<file path="config.mk">
export PLATFORM = sky130hd
export DESIGN_NAME = cv32e40px_prefetch_buffer_ng
export DESIGN_NICKNAME = d
export VERILOG_FILES = /design/src/rtl/cv32e40px_prefetch_buffer_ng.sv
export SDC_FILE = /design/constraint.sdc
export NUM_CORES = 1
export LEC_CHECK = 0
export BUFFER_PORTS_ARGS = -buffer_cell sky130_fd_sc_hd__buf_2
export CORE_MARGIN = 3
export CORE_UTILIZATION = 43
export CTS_CLUSTER_SIZE = 24
export DETAILED_ROUTE_END_ITERATION = 10
export GPL_ROUTABILITY_DRIVEN = 0
export GPL_TIMING_DRIVEN = 0
export PLACE_DENSITY_LB_ADDON = 0.05
export SLEW_MARGIN = 15
export SYNTH_ARGS = -nofsm -noshare
export SYNTH_HDL_FRONTEND = slang
export SYNTH_SLANG_ARGS = --single-unit
</file>
<file path="constraint.sdc">
create_clock -name clk -period 4.1 [get_ports clk]
set_clock_uncertainty 0.1 [all_clocks]
set_input_delay 0 -clock clk [delete_from_list [all_inputs] [get_ports clk]]
set_output_delay 0 -clock clk [all_outputs]
set_load 0.005 [all_outputs]
</file>
<file path="src/rtl/cv32e40px_prefetch_buffer_ng.sv">
// Instruction prefetcher between the IF stage and the OBI instruction bus.
// Ports: clk/rst, fetch control (req_i, branch_i, branch_addr_i),
// IF side (fetch_ready_i, fetch_valid_o, fetch_rdata_o, fetch_err_o),
// OBI side (instr_req_o, instr_gnt_i, instr_addr_o, instr_rdata_i,
// instr_rvalid_i, instr_err_i), status (busy_o).

module cv32e40px_prefetch_buffer_ng #(
    parameter int unsigned DEPTH      = 4,
    parameter int unsigned MAX_OUTST  = 2,
    parameter logic [31:0] RESET_ADDR = 32'h0
) (
    input  logic        clk,
    input  logic        rst,
    input  logic        req_i,
    input  logic        branch_i,
    input  logic [31:0] branch_addr_i,
    input  logic        fetch_ready_i,
    output logic        fetch_valid_o,
    output logic [31:0] fetch_rdata_o,
    output logic        fetch_err_o,
    output logic        instr_req_o,
    input  logic        instr_gnt_i,
    output logic [31:0] instr_addr_o,
    input  logic [31:0] instr_rdata_i,
    input  logic        instr_rvalid_i,
    input  logic        instr_err_i,
    output logic        busy_o
);

    localparam int unsigned CW = $clog2(MAX_OUTST + 1);
    localparam int unsigned FW = $clog2(DEPTH + 1);
    localparam int unsigned AW = $clog2(DEPTH);

    typedef enum logic {
        IDLE,
        REQ
    } state_t;

    state_t        state_q;
    state_t        state_nxt;
    logic [31:0]   addr_q;
    logic [31:0]   addr_nxt;
    logic          br_pend_q;
    logic          br_pend_nxt;
    logic [31:0]   br_addr_q;
    logic [31:0]   br_addr_nxt;
    logic          drop_pend_q;
    logic          drop_pend_nxt;
    logic [CW-1:0] outst_q;
    logic [CW-1:0] outst_nxt;
    logic [CW-1:0] discard_q;
    logic [CW-1:0] discard_nxt;
    logic          halted_q;
    logic          halted_nxt;
    logic [FW-1:0] cnt_q;
    logic [FW-1:0] cnt_nxt;
    logic [AW-1:0] wr_ptr_q;
    logic [AW-1:0] rd_ptr_q;
    logic [32:0]   mem [DEPTH];

    logic          waiting;
    logic          gnt_fire;
    logic          kept;
    logic          push;
    logic          pop;
    logic          fifo_empty;
    logic          issue_nxt;
    logic [31:0]   credit;
    logic [31:0]   target;
    logic [32:0]   head;
    logic          unused_bits;

    assign unused_bits = ^branch_addr_i[1:0];
    assign target      = {branch_addr_i[31:2], 2'b00};

    // An ungranted request must stay frozen on the bus.
    assign waiting  = (state_q == REQ) && !instr_gnt_i;
    assign gnt_fire = (state_q == REQ) && instr_gnt_i;

    assign fifo_empty = (cnt_q == '0);
    assign head       = mem[rd_ptr_q];

    // Responses during a redirect belong to the old stream.
    assign kept = instr_rvalid_i && (discard_q == '0) && !branch_i;

    assign fetch_valid_o = !branch_i && (!fifo_empty || kept);
    assign pop  = fetch_valid_o && fetch_ready_i && !fifo_empty;
    // Fall-through consumes the response without touching the FIFO.
    assign push = kept && !(fifo_empty && fetch_ready_i);

    always_comb begin
        fetch_rdata_o = '0;
        fetch_err_o   = 1'b0;
        if (fetch_valid_o) begin
            if (!fifo_empty) begin
                fetch_rdata_o = head[31:0];
                fetch_err_o   = head[32];
            end else begin
                fetch_rdata_o = instr_rdata_i;
                fetch_err_o   = instr_err_i;
            end
        end
    end

    assign instr_req_o  = (state_q == REQ);
    assign instr_addr_o = addr_q;
    assign busy_o       = (outst_q != '0) || (state_q == REQ);

    always_comb begin
        outst_nxt = outst_q;
        if (gnt_fire && !instr_rvalid_i) begin
            outst_nxt = outst_q + CW'(1);
        end else if (!gnt_fire && instr_rvalid_i) begin
            outst_nxt = outst_q - CW'(1);
        end
    end

    // The drop flag of a pending request turns into a discard
    // credit once that request is actually granted.
    always_comb begin
        discard_nxt   = discard_q;
        drop_pend_nxt = drop_pend_q;
        if (instr_rvalid_i && (discard_q != '0)) begin
            discard_nxt = discard_nxt - CW'(1);
        end
        if (gnt_fire) begin
            drop_pend_nxt = 1'b0;
            if (drop_pend_q) begin
                discard_nxt = discard_nxt + CW'(1);
            end
        end
        if (branch_i) begin
            discard_nxt   = outst_nxt;
            drop_pend_nxt = waiting;
        end
    end

    always_comb begin
        cnt_nxt = cnt_q;
        if (branch_i) begin
            cnt_nxt = '0;
        end else if (push && !pop) begin
            cnt_nxt = cnt_q + FW'(1);
        end else if (!push && pop) begin
            cnt_nxt = cnt_q - FW'(1);
        end
    end

    always_comb begin
        halted_nxt = halted_q;
        if (branch_i) begin
            halted_nxt = 1'b0;
        end else if (kept && instr_err_i) begin
            halted_nxt = 1'b1;
        end
    end

    // Credit: responses still expected to land plus entries held.
    assign credit = 32'(outst_nxt) - 32'(discard_nxt) + 32'(cnt_nxt);

    assign issue_nxt = req_i && !halted_nxt &&
                       (32'(outst_nxt) < 32'(MAX_OUTST)) &&
                       (credit < 32'(DEPTH));

    always_comb begin
        state_nxt = IDLE;
        if (waiting || issue_nxt) begin
            state_nxt = REQ;
        end
    end

    always_comb begin
        addr_nxt    = addr_q;
        br_pend_nxt = br_pend_q;
        br_addr_nxt = br_addr_q;
        if (waiting) begin
            if (branch_i) begin
                br_pend_nxt = 1'b1;
                br_addr_nxt = target;
            end
        end else if (branch_i) begin
            addr_nxt    = target;
            br_pend_nxt = 1'b0;
        end else if (gnt_fire) begin
            addr_nxt    = br_pend_q ? br_addr_q : addr_q + 32'd4;
            br_pend_nxt = 1'b0;
        end
    end

    always_ff @(posedge clk) begin
        if (rst) begin
            state_q     <= IDLE;
            addr_q      <= RESET_ADDR;
            br_pend_q   <= 1'b0;
            br_addr_q   <= '0;
            drop_pend_q <= 1'b0;
            outst_q     <= '0;
            discard_q   <= '0;
            halted_q    <= 1'b0;
            cnt_q       <= '0;
            wr_ptr_q    <= '0;
            rd_ptr_q    <= '0;
        end else begin
            state_q     <= state_nxt;
            addr_q      <= addr_nxt;
            br_pend_q   <= br_pend_nxt;
            br_addr_q   <= br_addr_nxt;
            drop_pend_q <= drop_pend_nxt;
            outst_q     <= outst_nxt;
            discard_q   <= discard_nxt;
            halted_q    <= halted_nxt;
            cnt_q       <= cnt_nxt;
            if (branch_i) begin
                wr_ptr_q <= '0;
                rd_ptr_q <= '0;
            end else begin
                if (push) begin
                    wr_ptr_q <= wr_ptr_q + AW'(1);
                end
                if (pop) begin
                    rd_ptr_q <= rd_ptr_q + AW'(1);
                end
            end
        end
    end

    always_ff @(posedge clk) begin
        if (push) begin
            mem[wr_ptr_q] <= {instr_err_i, instr_rdata_i};
        end
    end

endmodule
</file>
* Yosys cells after proc, flatten, opt, wreduce, memory -nomap -nowiden
Memory sizes are Yosys's and may differ from the RTL's. A register that Yosys moved wholly into a read port is not among the register bits.
Index checks and enable logic that the tools add are counted.
** Storage, ports and cells
- Bits in registers :: 77
- Bits in writable memories :: 132
- Input port bits :: 72
- Output and inout bits :: 68
- Logic and storage cells :: 94
- Memories :: 1
** Memory list
- mem :: depth 4, bits a word 33, rd ports 1, clocked after memory_dff 1, write ports 1, RTL line 59 : logic [32:0] mem [DEPTH];
** Cells by class
- $add $sub $neg :: 11
- Magnitude comparators :: 2
- Eq/ne operators :: 1
- Mux-type cells :: 28
- Bitwise logic cells :: 1
- Reductions and logical operators :: 39
** Operators with widths (count)
- $mux 32 :: 5
- $add 32x3->32 const B :: 1
- $lt 32x3->1 const B :: 1
- $logic_and 1x1->1 :: 18
- $mux 2 :: 8
- $mux 1 :: 12
- $logic_not 1->1 :: 9
- $mux 3 :: 3
- $add 2x1->2 const B :: 4
- $reduce_and 2->1 :: 3
- $reduce_bool 2->1 :: 3
- $add 3x4->5 :: 1
- $sub 2x1->2 const B :: 2
- $add 3x1->3 const B :: 1
- $logic_not 3->1 :: 1
- $logic_or 1x1->1 :: 3
- $sub 2x2->3 :: 1
- $sub 3x1->3 const B :: 1
- $logic_not 2->1 :: 1
- $lt 2x2->1 const B :: 1
- $ne 2x2->1 const B :: 1
- $reduce_or 2->1 :: 1
- $not 1->1 :: 1

* Logic depth before layout (Yosys ltp)
Gate-level depths: netlist of run 1.
- Depth after elaboration :: 16
- Depth in mapped cells :: 15
- Gate-level depth less buffers :: 15

* Worst setup path before layout of run 1
OpenSTA, ideal clock, no wires.
- Path kind :: register to register
- From :: register discard_q[0]
- To :: register state_q (netlist: instr_req_o)
- Setup time :: 0.070 ns
- Arrival time :: 2.883 ns
- Required time :: 3.930 ns
- Slack :: 1.047 ns
- Cell stages (with the launch flop) :: 16
- Path buffers :: 0
- Clock period less this slack :: 3.053 ns
- Cells stage by stage :: dfxtp_1 -> inv_1 -> ha_1 -> nor2b_1 -> xnor2_1 -> xnor2_1 -> mux2i_1 -> ha_1 -> fa_1 -> inv_1 -> ha_1 -> nor3b_1 -> o221ai_1 -> a21oi_1 -> nand2_1 -> o2bb2ai_1
** On the way
- Elaborated cells between the ends (all ways) :: 35
- Classes of those cells :: 4 x add/sub; 1 x order compare; 10 x mux; 20 x reduce/logical
** RTL lines
- start: declaration :: RTL line 51 : logic [CW-1:0] discard_q;
- start signal: assignment :: RTL line 210 : discard_q <= discard_nxt;
- parallel branches: the longest is 2 deep, another holds $sub 2x1->2
- $mux 2 * :: RTL line 123 : if (instr_rvalid_i && (discard_q != '0)) begin
- $add 2x1->2 :: RTL line 129 : discard_nxt = discard_nxt + CW'(1);
- $mux 2 :: RTL line 128 : if (drop_pend_q) begin
- $mux 2 * :: RTL line 126 : if (gnt_fire) begin
- $mux 2 * :: RTL line 132 : if (branch_i) begin
- net discard_nxt[0] :: RTL line 52 : logic [CW-1:0] discard_nxt;
- $sub 2x2->3 * :: RTL line 159 : assign credit = 32'(outst_nxt) - 32'(discard_nxt) + 32'(cnt_nxt);
- $add 3x4->5 * :: RTL line 159
- $lt 32x3->1 * :: RTL line 163 : (credit < 32'(DEPTH));
- $logic_and 1x1->1 * :: RTL line 162 : (32'(outst_nxt) < 32'(MAX_OUTST)) &&
- $logic_or 1x1->1 * :: RTL line 167 : if (waiting || issue_nxt) begin
- $mux 1 * :: RTL line 167
- end signal: assignment :: RTL line 204 : state_q <= state_nxt;
- end: declaration :: RTL line 39 : state_t state_q;
Mark *: on every way through the listed nets, which the timed path passes.
A chain may end at the register's enable or synchronous reset.

* Worst setup path in the final report of run 1
Same ends and word-level chain as after synthesis.

==> out/results.ini, run 1 <==
[global_routing]
track_usage_pct=22.2
grt_antenna_before_repair=1
grt_pass1_vias=7769
grt_pass1_wl_mm=42.8
grt_overflow_total=0
grt_max_degree=24

[layout]
ff_latch_area_um2=5510
nets=1198
areaGrowthSynthToFinish_pct=26.6
multi_input_area_um2=3860
final_area_um2=12300
drive_gt1_share_pct=20.5
diodes=0
fillers=1969

[detailed_routing]
routed_wl_mm=27.4
dr.first_iter.drc_count=555
vias=7758
viasPerCell=5.51
wl_met2_mm=13.6
antenna_left=0
drc=0
first_pass_iters=5
highest_layer=met5
wl_per_cell_um=19.4
wl_met3_mm=1.66
drt-met1-wl_mm=11.4

[placement]
placed_area_um2=10800
io_buffers=133
post-dp-hpwl_mm=18.5
dpl_worst_slack_ps=669

[floorplanning]
dieArea_um2=24400
initial_core_util_pct=44.2
fp.dieH_um=156
ioPinCount=140
num_rows=54
die_width_um=156
placeableCoreArea_um2=22000

[critical_path]
reg2reg_setup_slack_ps=620
critPathMaxStageDelay_ps=530
crit_path_start_kind=flop
worstSetupPathType=reg -> reg
ff2ff_path_depth=15
cp_common_cell=ha_1
critical_path.top_delay_family=adder cells
rr_startpoint=discard_q[0]
crit_required_ps=4430
path_buf_inv=2
cp-end-kind=flop
crit_chain=inv_1 > ha_1 > nor2b_1 > xnor2_1 > xnor2_1 > mux2i_1 > ha_1 > fa_1 > inv_1 > ha_1 > nor3b_1 > o221ai_1 > a21oi_1 > nand2_1 > o2bb2ai_1
cp_max_fo=6
crit_slowest_cell=fa_1
arrival_ps=3810
r2r-end=instr_req_o

[clocking]
clk_path_buf_depth=3
cts_resized=0
clk_pin_slew_ps=60
cts_root_buf=clkbuf_16
cts_sinks=209
tritoncts=done
numCtsBuffers=24
postCtsSetupRepairBufs=0
htree_levels=1
insertion_delay_ps=510

[yosys]
yosysSeqAreaShare_pct=56.8
yosysUniqueCellTypes=68
syn_avg_cell_area_um2=11.0
syn_inst=879
async_flop_share_pct=0
ys_ff_latch=209
synth_area_um2=9700
ys.flop_type=edfxtp_1
synth-edff-count=132
ys_warn_count=0

[worst_hold_path]
hold_path_class=in -> reg
hold_end=wr_ptr_q[1]
worstHoldStart=branch_i
whs_path_depth=4

[sta]
finalHoldViolCount=0
period_needed_ps=3480
rsz0062_at_grt=false
whs_ps=34.5
clock.fmax_mhz=287
setup_viol=0
worst_pin_slew_ps=774
setup_tns_ps=0
period_share_pct=85.0
worst_slack_ps=616
slew_violations=0
relSlewSlack_pct=48.4

[power_and_ir_drop]
p_leak_nw=4.40
powerDensity_nw_per_um2=427
ir_drop_v=0.000240

[job]
cap_violations=0

[run_status]
status=complete, no violations

[timing repair]
action	CTS	global route
hold endpoints to repair	200	0
hold buffers	68	0
endpoints found under the setup margin	0	0
[placed cells by master (no fill, tap or decap), drive strengths merged, types with 7 or more instances in the layout]
master | synthesis | final
a211oi | 8 | 8
a21oi | 95 | 95
a31oi | 7 | 7
and2 | 9 | 9
and3 | 7 | 7
buf | 14 | 151
clkbuf | 45 | 73
clkinv | 1 | 11
dfxtp | 77 | 77
dlygate4sd3 | 0 | 68
edfxtp | 132 | 132
ha | 14 | 14
inv | 18 | 18
mux4 | 33 | 33
nand2 | 189 | 189
nand2b | 7 | 7
nand3 | 23 | 23
nand4 | 12 | 12
nor2 | 27 | 27
nor3 | 11 | 11
nor4 | 11 | 11
o211ai | 15 | 15
o21ai | 34 | 34
xnor2 | 11 | 11
[worst max path at each step]
stage / start / end / depth (start not counted)
detailed placement: discard_q[0] / instr_req_o / 14
global placement: cnt_q[0] / mem[0][5] / 6
finish: discard_q[0] / instr_req_o / 15
floorplan: discard_q[0] / instr_req_o / 15
CTS: discard_q[0] / instr_req_o / 14
global route: discard_q[0] / instr_req_o / 14
[cells in the mapped netlist (3+ instances only)]
cell type | instances | area, µm²
a211oi_1 | 8 | 60.1
a21oi_1 | 95 | 475
a31oi_1 | 7 | 43.8
and2_1 | 9 | 56.3
and3_1 | 7 | 43.8
and4_4 | 3 | 33.8
buf_1 | 3 | 11.3
buf_2 | 5 | 25.0
buf_4 | 5 | 37.5
clkbuf_1 | 44 | 165
dfxtp_1 | 77 | 1540
edfxtp_1 | 132 | 3960
ha_1 | 14 | 175
inv_1 | 18 | 67.6
mux2_2 | 4 | 45.0
mux2i_1 | 6 | 60.1
mux4_2 | 33 | 743
nand2_1 | 189 | 709
nand2b_1 | 7 | 43.8
nand3_1 | 22 | 110
nand4_1 | 11 | 68.8
nor2_1 | 27 | 101
nor2b_1 | 5 | 31.3
nor3_1 | 11 | 55.1
nor4_1 | 11 | 68.8
o211ai_1 | 15 | 113
o21a_1 | 3 | 22.5
o21ai_0 | 34 | 170
o221ai_1 | 3 | 26.3
o2bb2ai_1 | 3 | 26.3
o31a_1 | 3 | 26.3
or4_1 | 6 | 45.0
xnor2_1 | 11 | 96.3
xor2_1 | 6 | 52.6
[stage by stage]
step	cells	util (%)	total power, mW
after floorplan	880	-	2.83
after global placement	1293	48.8	3.12
after detailed placement	1297	49.3	3.13
after CTS	1407	55.9	5.30
after global routing	1407	55.9	5.47
final	1407	55.9	5.24
[metal layers]
metal	vias to the layer above	track usage, %
met2	260	39.1
li1	3708	-
met3	50	3.16
met1	3738	28.9
met4	2	6.04
met5	-	0
[cells by family (layout without fill, tap and decap cells)]
family | after synthesis | after routing | share of synthesized area [%]
AOI/OAI and AO/OA | 196 | 196 | 12.2
xor gates and xnor gates | 17 | 17 | 1.54
adders and majority gates | 15 | 15 | 2.01
buffers and inverters | 79 | 326 | 3.55
DFF | 209 | 209 | 56.8
muxes | 43 | 43 | 8.75
other | 1 | 2 | 0.0387
and+or+nand+nor | 319 | 319 | 15.1
[worst register-to-register path: cells and delay by family (launching register included)]
kind,cells,cell delay [ps]
xor+xnor,2,320
fa+ha+maj,4,1280
mux,1,110
simple gates,3,590
compound gates,3,530
buf+inv,2,100
flops,1,380
[power by group]
group	total, mW	internal (mW)	switching (mW)
Combinational	0.755	0.319	0.436
Clock	2.10	1.29	0.817
Sequential	2.38	2.30	0.0783
[registers in the layout, summed over array words and instances, names as in the netlist, named ones only]
| signal | count |
|---|---|
| mem | 132 |
| br_addr_q | 30 |
| instr_addr_o | 30 |
| cnt_q | 3 |
| discard_q | 2 |
| outst_q | 2 |
| rd_ptr_q | 2 |
| wr_ptr_q | 2 |
| br_pend_q | 1 |
| drop_pend_q | 1 |
| halted_q | 1 |
| instr_req_o | 1 |
[cell type report]
class | instances | share of cell area, %
Clock inverter | 14 | 1.13
Inverter | 19 | 0.581
Timing Repair Buffer | 205 | 11.7
Clock buffer | 28 | 5.19
Buffer | 60 | 2.22
Multi-Input combinational cell | 592 | 31.4
Sequential cell | 209 | 44.9
Tap cell | 280 | 2.85
Power figures use the tool's default switching activity.
==> inputs of run 2 (changes only) <==
--- a/config.mk
+++ b/config.mk
@@ -5,6 +5,7 @@
 export SDC_FILE = /design/constraint.sdc
 export NUM_CORES = 1
 export LEC_CHECK = 0
+export ABC_AREA = 1
 export BUFFER_PORTS_ARGS = -buffer_cell sky130_fd_sc_hd__buf_2
 export CORE_MARGIN = 3
 export CORE_UTILIZATION = 43
==> constraint.sdc (replaced) <==
create_clock -name clk -period 3 [get_ports clk]
set_clock_uncertainty 0.1 [all_clocks]
set_input_delay 0 -clock clk [delete_from_list [all_inputs] [get_ports clk]]
set_output_delay 0 -clock clk [all_outputs]
set_load 0.005 [all_outputs]
==> run 2 against run 1 <==
  * The flow now finishes with violations (negative setup slack)
  * Via count rose by 11%
  * Sequential power up 39%
  * Critical endpoint unchanged
  * Combinational power up 80%
  * Worst hold slack gained 41 ps
  * First-iteration DRC count is 8.5% higher
  * Power is 51% higher
  * Routed wire length rose by 5.6%
==> out/results.ini, run 2 <==
[detailed_routing]
drc=0
vias=8637
wl_per_cell_um=17.7
viasPerCell=5.31
first_pass_iters=5
routed_wl_mm=28.9
antenna_left=0
dr.first_iter.drc_count=602

[layout]
drive_gt1_share_pct=18.9
regMostFlops=mem
fillers=2000
postLayoutCoreUtil_pct=57.1
areaGrowthSynthToFinish_pct=28.5
final_common_cell=nor2_1
nets=1416
largest_register_ffs=132
diodes=0
most-common-layout-cells=179 x nor2_1, 153 x o21ai_0, 153 x buf_2

[sta]
worst_pin_slew_ps=969
setup_viol=1
period_share_pct=105
whs_ps=75.5
setup_tns_ps=-150
slew_violations=0
rsz0062_at_grt=true
worst_slack_ps=-150
period_needed_ps=3150
finalHoldViolCount=0
clock.fmax_mhz=317
relSlewSlack_pct=35.0

[global_routing]
grt_antenna_before_repair=0
grt_pass1_wl_mm=45.0
grt_max_degree=25
track_usage_pct=22.9
grt_overflow_total=0
grt_pass1_vias=8248

[clocking]
tritoncts=done
clk_path_buf_depth=3
cts_root_buf=clkbuf_16
insertion_delay_ps=520
htree_levels=1
clk_pin_slew_ps=60
cts_sinks=209
numCtsBuffers=24

[critical_path]
path_buf_inv=2
cp_common_cell=nand2_1
cp_max_fo=3
crit_path_start_kind=flop
critPathMaxStageDelay_ps=470
cp-end-kind=flop
crit_slowest_cell=fa_1
arrival_ps=3480
crit_required_ps=3330
crit_chain=inv_4 > ha_4 > or2_4 > xor2_2 > or2_4 > nand3_2 > nand2_1 > ha_2 > fa_1 > inv_1 > ha_1 > nand2_1 > nor2_2 > nand3_2 > nand2_2 > nand2_2 > nand2_1 > nand2_1 > nand2_1 > nand2_1 > a21oi_2
worstSetupPathType=reg -> reg
critical_path.top_delay_family=simple AND/OR/NAND/NOR gates

[yosys]
yosysMostFrequentCell=nor2_1
synth_area_um2=9880
yosys-top-cells-count=184 x nor2_1, 153 x o21ai_0, 132 x edfxtp_1, 131 x nand2_1, 77 x dfxtp_1
syn_avg_cell_area_um2=9.07
ys_warn_count=0
ys.flop_type=edfxtp_1
ys_ff_latch=209
async_flop_share_pct=0
synth-edff-count=132
synth_top_area_share_pct=40.1
syn_inst=1090
yosysTopAreaCell=edfxtp_1
yosysSeqAreaShare_pct=55.7
yosysUniqueCellTypes=45
synth.area.top_cells=edfxtp_1 40%, dfxtp_1 16%, o21ai_0 7.7%, nor2_1 7.0%, nand2_1 5.0%

[power_and_ir_drop]
ir_drop_v=0.000351
powerDensity_nw_per_um2=623
p_leak_nw=4.82

[floorplanning]
num_rows=54
ioPinCount=140
fp.dieH_um=158
placeableCoreArea_um2=22200
initial_core_util_pct=44.5
dieArea_um2=24800
die_width_um=158

[run_status]
failed_checks=negative setup slack
status=finished, violations left

[job]
cap_violations=0

[placement]
io_buffers=133
post-dp-hpwl_mm=19.6

[worst_hold_path]
hold_path_class=in -> reg

## run 2: layout make-up
cell class | instances | area (µm²) | area share [%]
flip-flops and latches | 209 | 5510 | 43.4
plain buffers | 70 | 295 | 2.32
clock inverters | 20 | 287 | 2.26
well taps | 280 | 350 | 2.76
inverters | 74 | 280 | 2.21
repair buffers | 212 | 1500 | 11.8
multi-input cells | 738 | 3880 | 30.6
clock buffers | 24 | 601 | 4.73
## run 2: logic make-up after synthesis
family | share of synthesized area, %
AO/OA/AOI/OAI | 16.8
buffers and inverters | 5.80
other | 0.0379
flip-flops | 55.7
AND/OR/NAND/NOR | 17.8
adder cells (fa/ha/maj) | 1.97
XOR/XNOR | 1.86
## run 2: worst reg2reg max path: stages, from the launching register on
cell and delay [ps]:
dfxtp_2 340, inv_4 50, ha_4 150, or2_4 240, xor2_2 150, or2_4 230, nand3_2 70, nand2_1 60
ha_2 170, fa_1 470, inv_1 40, ha_1 260, nand2_1 60, nor2_2 120, nand3_2 90, nand2_2 80
nand2_2 50, nand2_1 50, nand2_1 50, nand2_1 50, nand2_1 60, a21oi_2 130
## run 2: path summary, 6_finish.rpt
path                      end         start  slack [ps]  depth (start not counted)
setup / recovery  instr_req_o  discard_q[0]        -150                         21
hold / removal    wr_ptr_q[0]           rst          80                          4
setup reg to reg  instr_req_o  discard_q[0]        -150                         21
hold reg to reg   drop_pend_q   drop_pend_q         350                          2
## run 2: power by group
part / internal [mW] / leakage [nW] / switching (mW)
clock: 2.06 / 0.428 / 1.19
sequential: 3.19 / 1.82 / 0.105
combinational: 0.528 / 2.58 / 0.832
## run 2: through the flow
stage               worst slack (ps)  total power, mW  instance area (µm²)  instances
floorplan                       17.4             4.10                 9900       1091
global placement               -1200             4.57                10900       1504
detailed placement              -208             4.58                11000       1508
CTS                             -118             7.95                12700       1627
global route                    -368             8.27                12700       1627
finish                          -150             7.91                12700       1627
## run 2: routing by layer
metal	routed length [µm]	track usage, %	share of wire [%]
met1	12800	31.0	44
met2	13800	38.8	48
met3	1580	3.01	5.5
met4	720	6.61	2.5
met5	0	0	0
## run 2: what timing repair did
action                     4_1_cts  5_1_grt
pin swaps                        8        4
hold endpoints to repair       201        0
setup endpoints to repair        1        1
setup buffers                    3        0
resized for setup                7        3
hold buffers                    72        0
